### src/rtl/stim_pattern_gen_if.sv
// Bus bundle between a stimulus controller (bench or on-chip sequencer plus
// the netlist under test) and stim_pattern_gen. The master side owns the run
// controls and the DUT response; the slave side is the generator, which
// drives the vector, the status flags and the signature.
interface stim_pattern_gen_if #(
  parameter int N_CH  = 36,
  parameter int N_OUT = 7,
  parameter int DIV_W = 8,
  parameter int VEC_W = 16
);

  logic             start;
  logic             abort;
  logic [1:0]       mode;
  logic [DIV_W-1:0] div;
  logic [VEC_W-1:0] num_vec;
  logic [N_CH-1:0]  seed;
  logic [N_CH-1:0]  dut_in;
  logic [N_OUT-1:0] dut_out;
  logic             busy;
  logic             done;
  logic [VEC_W-1:0] vec_cnt;
  logic [N_OUT-1:0] signature;

  modport master (
    output start, abort, mode, div, num_vec, seed, dut_out,
    input  dut_in, busy, done, vec_cnt, signature
  );

  modport slave (
    input  start, abort, mode, div, num_vec, seed, dut_out,
    output dut_in, busy, done, vec_cnt, signature
  );

endinterface

### src/rtl/stim_pattern_gen.sv
// stim_pattern_gen: drives N_CH primary inputs of a flopped-input benchmark
// netlist with walk-toggle, LFSR, counter or hold patterns, each vector held
// for div clocks, and compacts the netlist outputs into a MISR signature.
//
// Build option: define STIM_MISR_EN to compile in the MISR. Without it the
// signature output is tied to zero and dut_out is ignored; the run sequencing,
// dut_in and vec_cnt behave identically in both builds.
module stim_pattern_gen #(
  parameter int               N_CH      = 36,
  parameter int               N_OUT     = 7,
  parameter int               DIV_W     = 8,
  parameter int               VEC_W     = 16,
  parameter logic [N_CH-1:0]  LFSR_TAPS = 36'h801000000,
  parameter logic [N_OUT-1:0] MISR_POLY = 7'h03
) (
  input  logic               clk,
  input  logic               reset,
  stim_pattern_gen_if.slave  bus
);

  typedef enum logic [1:0] {
    IDLE = 2'd0,
    RUN  = 2'd1,
    DONE = 2'd2
  } state_t;

  localparam int IDX_W = (N_CH > 1) ? $clog2(N_CH) : 1;

  localparam logic [DIV_W-1:0] DIV_ZERO  = '0;
  localparam logic [DIV_W-1:0] DIV_ONE   = DIV_W'(1);
  localparam logic [VEC_W-1:0] VEC_ZERO  = '0;
  localparam logic [VEC_W-1:0] VEC_ONE   = VEC_W'(1);
  localparam logic [VEC_W:0]   VEC_ONE_X = (VEC_W+1)'(1);
  localparam logic [N_CH-1:0]  CH_ZERO   = '0;
  localparam logic [N_CH-1:0]  CH_ONE    = N_CH'(1);
  localparam logic [IDX_W-1:0] IDX_ZERO  = '0;
  localparam logic [IDX_W-1:0] IDX_ONE   = IDX_W'(1);
  localparam logic [IDX_W-1:0] IDX_LAST  = IDX_W'(N_CH - 1);

  state_t           state;
  state_t           state_nxt;

  logic [1:0]       mode_q;
  logic [DIV_W-1:0] div_q;
  logic [VEC_W-1:0] num_q;
  logic [DIV_W-1:0] div_cnt;
  logic [VEC_W-1:0] vec_cnt;
  logic [N_CH-1:0]  vec_q;
  logic [IDX_W-1:0] walk_idx;

  logic             start_run;
  logic [DIV_W-1:0] div_last;
  logic             step;
  logic [VEC_W:0]   vec_cnt_p1;
  logic             last_vec;
  logic             vec_sat;
  logic [N_CH-1:0]  seed_eff;
  logic [N_CH-1:0]  vec_nxt;
  logic [IDX_W-1:0] walk_nxt;

  // A run is only accepted from IDLE; start in any other state is ignored.
  assign start_run = (state == IDLE) && bus.start;

  // div_eff-1, with a programmed divider of 0 behaving like 1.
  assign div_last = (div_q == DIV_ZERO) ? DIV_ZERO : (div_q - DIV_ONE);

  // A step boundary is the last clock a vector is held; the capture happens here.
  assign step = (state == RUN) && (div_cnt >= div_last);

  // One extra bit keeps vec_cnt+1 from aliasing when compared to num_vec.
  assign vec_cnt_p1 = {1'b0, vec_cnt} + VEC_ONE_X;
  assign last_vec   = (vec_cnt_p1 == {1'b0, num_q});
  assign vec_sat    = &vec_cnt;

  // The LFSR cannot leave the all-zero state, so a zero seed becomes all-ones.
  assign seed_eff = ((bus.mode == 2'd1) && (bus.seed == CH_ZERO)) ? {N_CH{1'b1}} : bus.seed;

  // walk_idx tracks (vector index mod N_CH) without a hardware divider.
  assign walk_nxt = (walk_idx == IDX_LAST) ? IDX_ZERO : (walk_idx + IDX_ONE);

  // Next vector for the latched mode, applied when the current one is captured.
  always_comb begin
    vec_nxt = vec_q;
    case (mode_q)
      2'd0:    vec_nxt = vec_q ^ (CH_ONE << walk_idx);
      2'd1:    vec_nxt = (vec_q >> 1) ^ (vec_q[0] ? LFSR_TAPS : CH_ZERO);
      2'd2:    vec_nxt = vec_q + CH_ONE;
      default: vec_nxt = vec_q;
    endcase
  end

  // Control state register.
  always_ff @(posedge clk) begin
    if (reset) begin
      state <= IDLE;
    end else begin
      state <= state_nxt;
    end
  end

  // Run sequencing; abort beats the final step boundary in the same cycle.
  always_comb begin
    state_nxt = state;
    case (state)
      IDLE: begin
        if (bus.start) begin
          state_nxt = (bus.num_vec == VEC_ZERO) ? DONE : RUN;
        end
      end
      RUN: begin
        if (bus.abort) begin
          state_nxt = IDLE;
        end else if (step && last_vec) begin
          state_nxt = DONE;
        end
      end
      DONE: begin
        state_nxt = IDLE;
      end
      default: begin
        state_nxt = IDLE;
      end
    endcase
  end

  // Run parameters, divider, vector counter and the driven vector. The final
  // vector, and any vector cut short by abort, stays on dut_in.
  always_ff @(posedge clk) begin
    if (reset) begin
      mode_q   <= 2'd0;
      div_q    <= DIV_ZERO;
      num_q    <= VEC_ZERO;
      div_cnt  <= DIV_ZERO;
      vec_cnt  <= VEC_ZERO;
      vec_q    <= CH_ZERO;
      walk_idx <= IDX_ZERO;
    end else if (start_run) begin
      mode_q   <= bus.mode;
      div_q    <= bus.div;
      num_q    <= bus.num_vec;
      div_cnt  <= DIV_ZERO;
      vec_cnt  <= VEC_ZERO;
      vec_q    <= seed_eff;
      walk_idx <= IDX_ZERO;
    end else if (step) begin
      div_cnt  <= DIV_ZERO;
      vec_cnt  <= vec_sat ? vec_cnt : (vec_cnt + VEC_ONE);
      walk_idx <= walk_nxt;
      if (!last_vec && !bus.abort) begin
        vec_q <= vec_nxt;
      end
    end else if (state == RUN) begin
      div_cnt <= div_cnt + DIV_ONE;
    end
  end

`ifdef STIM_MISR_EN
  logic [N_OUT-1:0] sig_q;
  logic [N_OUT-1:0] sig_nxt;

  // Shift with polynomial feedback, then fold in the current response.
  always_comb begin
    sig_nxt = ({sig_q[N_OUT-2:0], 1'b0} ^ (sig_q[N_OUT-1] ? MISR_POLY : '0)) ^ bus.dut_out;
  end

  // Signature register: cleared per run, updated on every capture.
  always_ff @(posedge clk) begin
    if (reset) begin
      sig_q <= '0;
    end else if (start_run) begin
      sig_q <= '0;
    end else if (step) begin
      sig_q <= sig_nxt;
    end
  end

  assign bus.signature = sig_q;
`else
  logic unused_dut_out;

  assign unused_dut_out = ^bus.dut_out;
  assign bus.signature  = '0;
`endif

  assign bus.dut_in  = vec_q;
  assign bus.vec_cnt = vec_cnt;
  assign bus.busy    = (state != IDLE);
  assign bus.done    = (state == DONE);

endmodule

### src/flat_wrapper.sv
// flat-port wrapper written by rule: the top's interface ports become plain ports
module stim_pattern_gen_flat 
#(
  parameter int               N_CH      = 36,
  parameter int               N_OUT     = 7,
  parameter int               DIV_W     = 8,
  parameter int               VEC_W     = 16,
  parameter logic [N_CH-1:0]  LFSR_TAPS = 36'h801000000,
  parameter logic [N_OUT-1:0] MISR_POLY = 7'h03
)
  (clk, reset, bus_start, bus_abort, bus_mode, bus_div, bus_num_vec, bus_seed, bus_dut_out, bus_dut_in, bus_busy, bus_done, bus_vec_cnt, bus_signature);
  stim_pattern_gen_if #(.N_CH(N_CH), .N_OUT(N_OUT), .DIV_W(DIV_W), .VEC_W(VEC_W)) bus_i ();
  input  logic clk;
  input  logic reset;
  input wire logic [$bits(bus_i.start)-1:0] bus_start;
  input wire logic [$bits(bus_i.abort)-1:0] bus_abort;
  input wire logic [$bits(bus_i.mode)-1:0] bus_mode;
  input wire logic [$bits(bus_i.div)-1:0] bus_div;
  input wire logic [$bits(bus_i.num_vec)-1:0] bus_num_vec;
  input wire logic [$bits(bus_i.seed)-1:0] bus_seed;
  input wire logic [$bits(bus_i.dut_out)-1:0] bus_dut_out;
  output wire logic [$bits(bus_i.dut_in)-1:0] bus_dut_in;
  output wire logic [$bits(bus_i.busy)-1:0] bus_busy;
  output wire logic [$bits(bus_i.done)-1:0] bus_done;
  output wire logic [$bits(bus_i.vec_cnt)-1:0] bus_vec_cnt;
  output wire logic [$bits(bus_i.signature)-1:0] bus_signature;
  assign bus_i.start = bus_start;
  assign bus_i.abort = bus_abort;
  assign bus_i.mode = bus_mode;
  assign bus_i.div = bus_div;
  assign bus_i.num_vec = bus_num_vec;
  assign bus_i.seed = bus_seed;
  assign bus_i.dut_out = bus_dut_out;
  assign bus_dut_in = bus_i.dut_in;
  assign bus_busy = bus_i.busy;
  assign bus_done = bus_i.done;
  assign bus_vec_cnt = bus_i.vec_cnt;
  assign bus_signature = bus_i.signature;
  stim_pattern_gen #(.N_CH(N_CH), .N_OUT(N_OUT), .DIV_W(DIV_W), .VEC_W(VEC_W), .LFSR_TAPS(LFSR_TAPS), .MISR_POLY(MISR_POLY)) u_core (.clk(clk), .reset(reset), .bus(bus_i));
endmodule
### config.mk
export PLATFORM = sky130hd
export DESIGN_NAME = stim_pattern_gen_flat
export DESIGN_NICKNAME = d
export VERILOG_FILES = /design/src/rtl/stim_pattern_gen_if.sv /design/src/rtl/stim_pattern_gen.sv /design/src/flat_wrapper.sv
export SDC_FILE = /design/constraint.sdc
export NUM_CORES = 1
export LEC_CHECK = 0
export ABC_AREA = 1
export BUFFER_PORTS_ARGS = -buffer_cell sky130_fd_sc_hd__buf_2
export CAP_MARGIN = 20
export CORE_MARGIN = 2
export CORE_UTILIZATION = 52
export DETAILED_ROUTE_END_ITERATION = 16
export GPL_ROUTABILITY_DRIVEN = 0
export HOLD_SLACK_MARGIN = 0.12
export PLACE_DENSITY = 0.78
export SYNTH_ARGS = -nofsm -noshare
export SYNTH_HDL_FRONTEND = slang
export SYNTH_SLANG_ARGS = --single-unit
### constraint.sdc
create_clock -name clk -period 2.6 [get_ports clk]
set_input_delay 0.26 -clock clk [delete_from_list [all_inputs] [get_ports clk]]
set_output_delay 0.26 -clock clk [all_outputs]
set_load 0.05 [all_outputs]
== Yosys cells after proc, flatten, opt, wreduce, memory -nomap -nowiden ==
Index checks and enable logic that the tools add are counted.
Cells by class
  add/sub/neg operators: 6
  multipliers: 0
  divide/modulo/power cells: 0
  magnitude comparators: 1
  equal/unequal tests: 9
  shift operators: 1
  muxes and demuxes: 13
  bitwise operators: 3
  reductions and logical operators: 22
Operator list (count)
  2-to-1 mux 36 bit: 5
  case mux 36 bit (3 select lines): 1
  adder 36 x 1 -> 36 bit (second input constant): 1
  zero test 36 bit: 1
  << shifter 1 x 6 -> 36 bit (first input constant): 1
  bitwise XOR 35 x 36 -> 36 bit: 1
  bitwise XOR 36 bit: 1
  adder 16 x 1 -> 17 bit (second input constant): 1
  == test 17 x 16 -> 1 bit: 1
  adder 16 x 1 -> 16 bit (second input constant): 1
  zero test 16 bit: 1
  AND reduction 16 bit: 1
  adder 8 x 1 -> 8 bit (second input constant): 1
  >= comparator 8 bit: 1
  zero test 8 bit: 1
  2-to-1 mux 2 bit: 4
  2-to-1 mux 8 bit: 1
  subtractor 8 x 1 -> 8 bit (second input constant): 1
  adder 6 x 1 -> 6 bit (second input constant): 1
  == test 2 x 1 -> 1 bit (second input constant): 3
  == test 6 bit (second input constant): 1
  2-to-1 mux 6 bit: 1
  nonzero test 2 bit: 3
  logical AND 1 bit: 5
  12 further kinds: 16
Storage, ports and cells
  register bits: 94
  bits in latches: 0
  memory bits (writable): 0
  bits in read-only memories: 0
  input port bits: 73
  output and inout bits: 61
  logic and storage cells: 63
  memories kept: 0

== Longest topological paths before layout ==
Gate-level depths: netlist (run 1).
  depth after elaboration: 8
  gate-level depth with buffers: 20
  mapped depth without buffers: 19

== Worst setup path after synthesis (run 1) ==
OpenSTA, ideal clock, no wires.
  path kind: flip-flop to flip-flop
  start point: reg u_core.div_q[0]
  end point: reg u_core.vec_cnt[11], in the netlist u_core.bus.vec_cnt[11]
  setup time: 0.127 ns
  arrival time: 2.731 ns
  data required time: 2.473 ns
  path slack: -0.258 ns
  stages on the path, launching flop included: 21
  buffers on the path: 1
  clock period less this slack: 2.858 ns
  path through: dfxtp_1 > inv_1 > ha_1 > nand2_1 > nor3_1 > inv_1 > nor3_1 > inv_1 > o21ai_0 > ha_1 > a21oi_1 > o21ai_0 > nand2_1 > o2111ai_1 > nand2_1 > inv_1 > nand2_1 > inv_1 > clkbuf_1 > o21ai_0 > a21oi_1
On the way
  word-level cells in the longest chain between the ends: 5
  elaborated cells on any way between the ends: 6
  classes of those cells: add/sub (1); order compare (1); mux (1); reduce/logical (3)
Ends and longest elaborated chain
  start: declaration: RTL line stim_pattern_gen.sv:44  | logic [DIV_W-1:0] div_q;
  start signal: assignment: RTL line stim_pattern_gen.sv:139  | div_q <= bus.div;
  subtractor 8 x 1 -> 8 bit or zero test 8 bit (tied branches): RTL line stim_pattern_gen.sv:65  | assign div_last = (div_q == DIV_ZERO) ? DIV_ZERO : (div_q - DIV_ONE);
  2-to-1 mux 8 bit *: RTL line stim_pattern_gen.sv:65
  >= comparator 8 bit *: RTL line stim_pattern_gen.sv:68  | assign step = (state == RUN) && (div_cnt >= div_last);
  logical AND 1 bit *: RTL line stim_pattern_gen.sv:68
  AND reduction 2 bit (no line) *
  end signal: assignment: RTL line stim_pattern_gen.sv:147  | vec_cnt <= vec_sat ? vec_cnt : (vec_cnt + VEC_ONE);
  end: declaration: RTL line stim_pattern_gen.sv:47  | logic [VEC_W-1:0] vec_cnt;
Every way passes the cells marked *; elsewhere a longest branch is shown, timed or not.
A chain may end at the register's enable or synchronous reset.

== Final worst setup path (run 1) ==
  start point: reg u_core.div_q[1]
  end point: reg u_core.vec_cnt[0], in the netlist u_core.bus.vec_cnt[0]
Same word-level chain as after synthesis.

==> results of run 1 <==
critical path, stage by stage (launching register included):
cell        delay (ns)
dfxtp_1           0.37
inv_2             0.06
ha_4              0.15
nand2_2           0.09
nor3_4            0.05
inv_2             0.08
nor3_4            0.05
or2_2             0.28
ha_1              0.30
a21oi_1           0.17
o21ai_0           0.09
nand2_1           0.10
o2111ai_4         0.14
nand2_2           0.13
inv_2             0.06
nand2_4           0.10
buf_6             0.12
clkinvlp_4        0.16
nand2_1           0.11
a21oi_1           0.06
registers in the layout, indices dropped and copies added (netlist names):
| name | count |
|---|---|
| u_core.div_q | 8 |
| u_core.num_q | 16 |
| u_core.bus.vec_cnt | 16 |
| u_core.state | 2 |
| u_core.bus.dut_in | 36 |
| u_core.div_cnt | 8 |
| u_core.walk_idx | 6 |
| u_core.mode_q | 2 |
cells by family after synthesis:
family,count (synthesis),share of synthesized area [%]
other cells,1,0.0481
buf+inv,195,10.6
compound gates,300,20.0
mux,1,0.128
simple gates,716,39.1
flops,94,24.1
fa+ha+maj,21,3.37
xor+xnor,20,2.60
where the power goes:
| part | switching [uW] | total (uW) | internal, uW |
|---|---|---|---|
| sequential | 135 | 1670 | 1540 |
| clock | 673 | 1370 | 694 |
| combinational | 964 | 1470 | 504 |
final timing paths:
check	from	to	slack [ns]
max	u_core.div_q[1]	u_core.bus.vec_cnt[0]	-0.19
min	bus_num_vec[13]	u_core.num_q[13]	0.14
max reg2reg	u_core.div_q[1]	u_core.bus.vec_cnt[0]	-0.19
min reg2reg	u_core.num_q[2]	u_core.num_q[2]	0.48
placed cells by master (no fill, tap or decap), types with 8 or more instances in the layout:
master	count
nand2_2	8
nand3_1	130
o21ai_0	126
dfxtp_1	93
clkbuf_16	10
nand4_1	20
ha_1	20
buf_4	51
a21oi_2	23
xor2_1	14
nor2_2	12
nor2_1	179
o21ai_2	10
o211ai_1	9
nor3_1	27
a21oi_1	111
inv_1	115
inv_2	9
buf_2	119
nand2_1	308
per-layer routing:
metal	global-route usage, %	vias to the layer above	share of wire, %
met2	50.4	548	43
met4	15.1	2	4.1
li1	-	4727	-
met5	0	-	0.052
met1	44.2	4375	41
met3	8.06	93	11
layout make-up:
class,count,area share (%)
multi-input combinational,1065,56.8
sequential,94,19.7
timing repair buffer,186,12.9
inverter,127,5.06
clock buffer,10,2.50
tap,184,2.41
clock inverter,6,0.538
timing repair inverter,1,0.0787
stage by stage:
step | cells | hold WS [ns] | cell area [um^2]
after floorplan | 1354 | 0.329 | 7890
after global placement | 1638 | 0.456 | 8810
after detailed placement | 1638 | 0.466 | 8810
after CTS | 1668 | 0.142 | 9320
after global routing | 1673 | 0.151 | 9540
final | 1673 | 0.143 | 9540
timing repair:
item / CTS / global route
resized for setup: 42 / 42
endpoints found under the hold margin: 1 / 0
cloned: 1 / 1
endpoints found under the setup margin: 67 / 68
hold buffers: 1 / 0
pin swaps: 20 / 11
buffers inserted: 12 / 3
==> results.cfg, run 1 <==
[detailed_routing]
wirelength_mm = 27.1
firstDrtPassIters = 6
drc = 0
ant_nets = 0
vias_per_cell = 5.82
via_count = 9745
drt_iter0_drc = 1213
wl_per_cell_um = 16.2

[placed_design]
io_buffers = 119
post-place-ws_ns = -0.278
hpwl_mm = 19.6

[clocking]
htree_levels = 3
clk_pin_slew_ns = 0.07
cts_tree = done
clkSinkCount = 94
cts_made_buffers = 9
cts_root_buffer = clkbuf_16
cts_buffer_depth = 2
insertion_delay_ns = 0.37

[logic_synthesis]
ys_top_cells_by_count = 314 x nand2_1, 185 x nor2_1, 140 x o21ai_0
synth_largest_area_cell = dfxtp_1
synth_edf_count = 0
ys.flop_type = dfxtp_1
syn_inst = 1348
synth.distinct_cells = 44
ys_ff_latch = 94
avgSynthCellArea_um2 = 5.79
ys_warn_count = 0
synth_top_area_share_pct = 24.1
async_flop_share_pct = 0
syn-cell-area_um2 = 7800
post-synth-top-count-cell = nand2_1
synthTopCellsByArea = dfxtp_1 24%, nand2_1 15%, o21ai_0 9.0%, nor2_1 8.9%, a21oi_1 8.7%
ys_seq_area_share_pct = 24.1

[critical_path]
critPathCaptureType = register
required_ns = 2.84
startpoint_type = register
critPathArrivalTime_ns = 3.04
critPathKind = reg -> reg
worstRegToRegCells = 19
path_max_fanout = 6

[global_route]
antenna_found_initial = 1
grt_pass1_vias = 8637
grtUsageTotal_pct = 33.0
grt_pass1_wl_mm = 43.3
grt_max_degree = 59
grt-ovfl-total = 0

[sta]
final.setup.tns_ns = -8.89
min_period_over_period_pct = 107
tightest_slew_ns = 0.732
period_minus_slack_ns = 2.79
finalHoldViolCount = 0
rsz0062_at_grt = true
clock.fmax_mhz = 358
relSlewSlack_pct = 50.8
slew_violations = 0
setup_violations = 60
clock-skew-final_ns = 0.0113
setup_slack_ns = -0.193

[outcome]
violations = negative setup slack
status = finished with violations

[floorplan]
die-area_um2 = 16000
rows = 44
start_util_pct = 53.5
die_h_um = 127
die_w_um = 127
core-area_um2 = 14600
pin_count = 134

[power]
powerDensity_nw_per_um2 = 472
p_leak_uw = 0.00421
vdd_drop_max_v = 0.000356
power_uw = 4510

[job]
maxCapViolCount = 0

[cells_and_area]
nets = 1578
multi_input_area_um2 = 5420
seqCellArea_um2 = 1880
drive_gt1_share_pct = 19.6
n_fill_cell = 1342
final_util_pct = 65.4
diodes = 0
syn2layout_area_growth_pct = 22.3

[hold_path]
hp-class = in -> reg
holdPathStages = 3
Power figures use the tool's default switching activity.
==> run 2, diff against run 1 <==
--- a/config.mk
+++ b/config.mk
@@ -14,6 +14,7 @@
 export GPL_ROUTABILITY_DRIVEN = 0
 export HOLD_SLACK_MARGIN = 0.12
 export PLACE_DENSITY = 0.78
+export SETUP_SLACK_MARGIN = 0.2
 export SYNTH_ARGS = -nofsm -noshare
 export SYNTH_HDL_FRONTEND = slang
 export SYNTH_SLANG_ARGS = --single-unit
==> run 2 against run 1 <==
- the run still ends with negative setup slack left
- register-to-register slack lost 0.07 ns
- critical path depth did not move
- final area up 1.0%
- combinational power hardly changed
- highest routed layer is now met4
==> results.cfg, run 2 (synthesis results as in run 1) <==
[clocking]
cts_made_buffers = 9
insertion_delay_ns = 0.37
cts_root_buffer = clkbuf_16
cts_buffer_depth = 2
cts_tree = done
clk_pin_slew_ns = 0.07
htree_levels = 3
clkSinkCount = 94

[critical_path]
slowest_delay_ns = 0.33
critPathKind = reg -> reg
startpoint_type = register
path_max_fanout = 19
critPathCaptureType = register
required_ns = 2.85
critPathArrivalTime_ns = 3.11
slowest_stage = dfxtp_2
cp_cell_sequence = nor2_2 > nand2_1 > nor2_2 > nand2_1 > nor2_1 > inv_1 > o31ai_1 > o31ai_1 > ha_1 > nand2_2 > nor2_2 > nand4_1 > o2111ai_2 > o211ai_1 > inv_2 > nand2_8 > buf_12 > a21oi_1 > nor2_1
worst_path_most_repeated_cell = nor2_2

[power]
p_seq_share_pct = 36.6
power_frac_comb_pct = 31.7
switching_share_pct = 38.1
vdd_drop_max_v = 0.000320
power_switching_uw = 1740
power.share.clock_pct = 31.8
p_int_uw = 2840
powerDensity_nw_per_um2 = 475
power_uw = 4580
p_leak_uw = 0.00427

[global_route]
grt_pass1_wl_mm = 41.8
antenna_found_initial = 0
grt_max_degree = 39
grtUsageTotal_pct = 32.0
grt-ovfl-total = 0
grt_pass1_vias = 8487

[sta]
period_minus_slack_ns = 2.86
tightest_slew_ns = 0.598
min_period_over_period_pct = 110
clock-skew-final_ns = 0.00878
hold_ws_ns = 0.120
rsz0062_at_grt = true
slew_violations = 0
finalHoldViolCount = 0
clock.fmax_mhz = 350
relSlewSlack_pct = 59.7
setup_slack_ns = -0.259
setup_violations = 57

[floorplan]
die_w_um = 127
start_util_pct = 53.5
rows = 44
die-area_um2 = 16000
pin_count = 134
core-area_um2 = 14600
die_h_um = 127

[detailed_routing]
firstDrtPassIters = 7
ant_nets = 0
drc = 0
vias_per_cell = 5.84
via_count = 9735
wl_per_cell_um = 15.7
wirelength_mm = 26.2
drt_iter0_drc = 1066

[cells_and_area]
drive_gt1_share_pct = 20.9
multi_input_area_um2 = 5520
n_fill_cell = 1332
largest_reg_flops = 36
final_cell_mix = 306 x nand2_1, 180 x nor2_1, 126 x o21ai_0, 119 x buf_2, 117 x inv_1
syn2layout_area_growth_pct = 23.6
diodes = 0
seqCellArea_um2 = 1890
nets = 1573
mostFrequentLayoutCell = nand2_1

[placed_design]
hpwl_mm = 19.2
io_buffers = 119

[outcome]
violations = negative setup slack
status = finished with violations

[job]
maxCapViolCount = 0

[hold_path]
hp-class = in -> reg
## run 2: changes by cell type in the layout (fill, tap and decap cells not counted), moves of 3 or more
cell,change
a21oi_2,+11
nand3_1,-15
a21oi_1,-9
buf_4,-8
buf_8,+3
nand3_2,+15
nand2_4,+4
## run 2: per-layer routing
| layer | wire (um) | track usage, % | part of all wire (%) |
|---|---|---|---|
| met3 | 2910 | 7.97 | 11 |
| met4 | 1060 | 14.5 | 4.0 |
| met1 | 11200 | 43.9 | 43 |
| met5 | 0 | 0 | 0 |
| met2 | 11100 | 47.3 | 42 |
## run 2: power by group through the flow
stage	combinational [uW]	sequential [uW]	clock, uW
finish	1450	1680	1450
CTS	1410	1670	1460
global placement	1340	1700	0
global route	1600	1690	1510
floorplan	800	1860	0
detailed placement	1360	1700	0
## run 2: worst max-delay path, delay by kind of cell, from the launching register on
| family | cells | cell delay (ns) |
|---|---|---|
| adder cells (fa/ha/maj) | 1 | 0.33 |
| AND/OR/NAND/NOR | 10 | 0.91 |
| buffers and inverters | 3 | 0.41 |
| flip-flops | 1 | 0.33 |
| AO/OA/AOI/OAI | 5 | 0.75 |
## run 2: timing repair
| item | CTS | global route |
|---|---|---|
| resized for setup | 48 | 33 |
| pin swaps | 9 | 8 |
| hold buffers | 1 | 0 |
| endpoints found under the hold margin | 1 | 0 |
| setup endpoints to repair | 68 | 68 |
| cloned | 2 | 1 |
| setup buffers | 6 | 3 |
## run 2: final timing paths
path	start	endpoint	slack, ns	cells past startpoint
max	u_core.div_q[1]	u_core.bus.dut_in[25]	-0.26	19
min	bus_div[6]	u_core.div_q[6]	0.12	3
max reg2reg	u_core.div_q[1]	u_core.bus.dut_in[25]	-0.26	19
min reg2reg	u_core.num_q[12]	u_core.num_q[12]	0.48	2
## run 2: layout make-up
cell class                 count  share of cell area, %
clock buffer                  11                   2.62
clock inverter                 5                  0.675
inverter                     127                   5.10
multi-input combinational   1066                   57.2
sequential                    94                   19.6
tap                          184                   2.39
timing repair buffer         180                   12.3
timing repair inverter         1                  0.117
## run 2: per-stage QoR
stage | cells | setup WS (ns) | instance area [um^2] | utilization, % | TNS [ns]
2_1_floorplan | 1354 | 0.0279 | 8020 | - | 0
3_3_place_gp | 1638 | -0.126 | 8890 | 60.9 | -4.10
3_5_place_dp | 1639 | -0.274 | 8900 | 61.0 | -9.63
4_1_cts | 1664 | -0.200 | 9460 | 64.8 | -6.99
5_1_grt | 1668 | -0.479 | 9640 | 66.1 | -24.27
6_report | 1668 | -0.259 | 9640 | 66.1 | -10.47
==> run 3, diff against run 2 <==
--- a/config.mk
+++ b/config.mk
@@ -6,11 +6,11 @@
 export NUM_CORES = 1
 export LEC_CHECK = 0
 export ABC_AREA = 1
-export BUFFER_PORTS_ARGS = -buffer_cell sky130_fd_sc_hd__buf_2
 export CAP_MARGIN = 20
 export CORE_MARGIN = 2
-export CORE_UTILIZATION = 52
+export CORE_UTILIZATION = 59
 export DETAILED_ROUTE_END_ITERATION = 16
+export DONT_BUFFER_PORTS = 1
 export GPL_ROUTABILITY_DRIVEN = 0
 export HOLD_SLACK_MARGIN = 0.12
 export PLACE_DENSITY = 0.78
==> run 3 against run 2 <==
- the flow still finishes with violations (negative setup slack)
- sequential power about the same
- critical endpoint is now u_core.bus.dut_in[18]
- sequential share of layout area down 0.55 points
- cell count down 2.7%
- worst setup slack worse by 0.30 ns
==> results.cfg, run 3 (synthesis results as in run 1) <==
[floorplan]
die-area_um2 = 14200
rows = 42
die_h_um = 119
core-area_um2 = 13100
die_w_um = 119
pin_count = 134
start_util_pct = 59.6

[detailed_routing]
vias_per_cell = 6.21
via_count = 10100
wirelength_mm = 29.2
ant_nets = 0
wl_per_cell_um = 18.0
drc = 0
drt_iter0_drc = 1543
firstDrtPassIters = 10

[global_route]
antenna_found_initial = 0
grt-ovfl-total = 0
grtUsageTotal_pct = 37.8
grt_pass1_wl_mm = 43.4
grt_pass1_vias = 8727
grt_max_degree = 44

[sta]
tightest_slew_ns = 1.14
period_minus_slack_ns = 3.16
finalHoldViolCount = 0
hold_ws_ns = 0.138
clock.fmax_mhz = 316
min_period_over_period_pct = 122
setup_slack_ns = -0.564
rsz0062_at_grt = true
relSlewSlack_pct = 23.7
slew_violations = 0
clock-skew-final_ns = 0.00882
setup_violations = 68

[power]
switching_share_pct = 39.6
vdd_drop_max_v = 0.000321
p_leak_uw = 0.00419
p_seq_share_pct = 37.0
p_int_uw = 2730
power.share.clock_pct = 28.2
power_uw = 4520
powerDensity_nw_per_um2 = 455
power_frac_comb_pct = 34.8
power_switching_uw = 1790

[outcome]
violations = negative setup slack
status = finished with violations

[cells_and_area]
largest_reg_flops = 36
stdcell_count = 1623
diodes = 0
drive_gt1_share_pct = 19.0
multi_input_area_um2 = 5680
final_cell_mix = 301 x nand2_1, 175 x nor2_1, 123 x o21ai_0, 113 x inv_1, 109 x a21oi_1
nets = 1537
mostFrequentLayoutCell = nand2_1
final_util_pct = 75.8
finalInstanceArea_um2 = 9920
seqCellArea_um2 = 1890
syn2layout_area_growth_pct = 27.1
n_fill_cell = 999

[job]
maxCapViolCount = 0

[critical_path]
slowest_stage = dfxtp_2
slowest_delay_ns = 0.35
worstRegToRegCells = 20
r2r_slack_ns = -0.56
worst_path_most_repeated_cell = inv_2
critPathCaptureType = register
path_max_fanout = 8
timing.rr.end = u_core.bus.dut_in[18]
timing.critical_path.buf_inv = 5
startpoint_type = register
reg2reg_from = u_core.div_q[2]
critPathKind = reg -> reg
cpLargestDelayFamily = simple AND/OR/NAND/NOR gates
cp_cell_sequence = nor2_1 > nand2_4 > nor3_4 > inv_2 > nor3_4 > inv_2 > o21ai_2 > ha_1 > a21oi_1 > o21ai_1 > nand2_1 > o2111ai_4 > o211ai_1 > inv_2 > nand2_8 > buf_12 > buf_16 > nand3_2 > nand2_1 > nor2_1
required_ns = 2.85
critPathArrivalTime_ns = 3.42

[hold_path]
hp-start = bus_abort
holdPathStages = 2
holdPathEnd = u_core.state[1]
hp-class = in -> reg

[clocking]
cts_made_buffers = 9
cts_root_buffer = clkbuf_16
cts_buffer_depth = 2
insertion_delay_ns = 0.36
htree_levels = 3
clk_pin_slew_ns = 0.07
clkSinkCount = 94
cts_tree = done

[placed_design]
hpwl_mm = 19.0
io_buffers = 0
placed_cell_area_um2 = 8670
place_inst = 1563
-- run 3: changes by cell type in the layout (fill, tap and decap cells not counted), moves of 4 or more --
cell / before / now
a21oi_2: 34 / 26
nor2_1: 180 / 175
nand3_1: 115 / 107
a21oi_1: 102 / 109
nand3_2: 19 / 27
buf_2: 119 / 0
nand2_1: 306 / 301
buf_4: 43 / 99
dlygate4sd3_1: 1 / 21
inv_1: 117 / 113
-- run 3: through the flow --
step / worst slack, ns / TNS, ns
3_3_place_gp: -0.150 / -5.70
2_1_floorplan: 0.0279 / 0
6_report: -0.564 / -32.98
5_1_grt: -0.690 / -41.41
4_1_cts: -0.228 / -9.62
3_5_place_dp: -0.233 / -10.12
-- run 3: per-layer routing --
layer | track usage (%) | wire length [um] | vias to the layer above
met1 | 50.5 | 11200 | 4526
li1 | - | - | 4657
met4 | 15.8 | 1590 | 0
met2 | 57.1 | 12400 | 731
met3 | 10.9 | 3940 | 159
met5 | 0 | 0 | -
-- run 3: what timing repair did --
item,4_1_cts,5_1_grt
hold buffers,21,0
endpoints found under the hold margin,21,0
endpoints found under the setup margin,68,68
resized for setup,74,59
cloned,4,0
setup buffers,12,8
pin swaps,16,14
-- run 3: power by group through the flow --
stage / Clock (uW) / Sequential, uW / Combinational, uW
5_1_grt: 1330 / 1680 / 1700
6_report: 1270 / 1670 / 1570
2_1_floorplan: 0 / 1860 / 800
4_1_cts: 1260 / 1660 / 1420
3_3_place_gp: 0 / 1690 / 1310
3_5_place_dp: 0 / 1690 / 1330
-- run 3: area by class of cell --
cell class | count | area share [%]
Timing Repair inverter | 1 | 0.164
Clock buffer | 10 | 2.31
Sequential cell | 94 | 19.0
Multi-Input combinational cell | 1065 | 57.2
Timing Repair Buffer | 145 | 13.7
Inverter | 127 | 5.06
Clock inverter | 5 | 0.366
Tap cell | 176 | 2.22
-- run 3: worst max-delay path by stage --
stage | start | endpoint | slack (ns) | cells past startpoint
floorplan | u_core.div_q[0] | u_core.bus.vec_cnt[11] | 0.03 | 20
global placement | u_core.div_q[0] | u_core.bus.dut_in[21] | -0.15 | 20
detailed placement | u_core.div_q[1] | u_core.walk_idx[5] | -0.23 | 19
CTS | u_core.div_q[0] | u_core.bus.vec_cnt[9] | -0.23 | 21
global route | u_core.div_q[2] | u_core.bus.dut_in[8] | -0.69 | 19
finish | u_core.div_q[2] | u_core.bus.dut_in[18] | -0.56 | 20
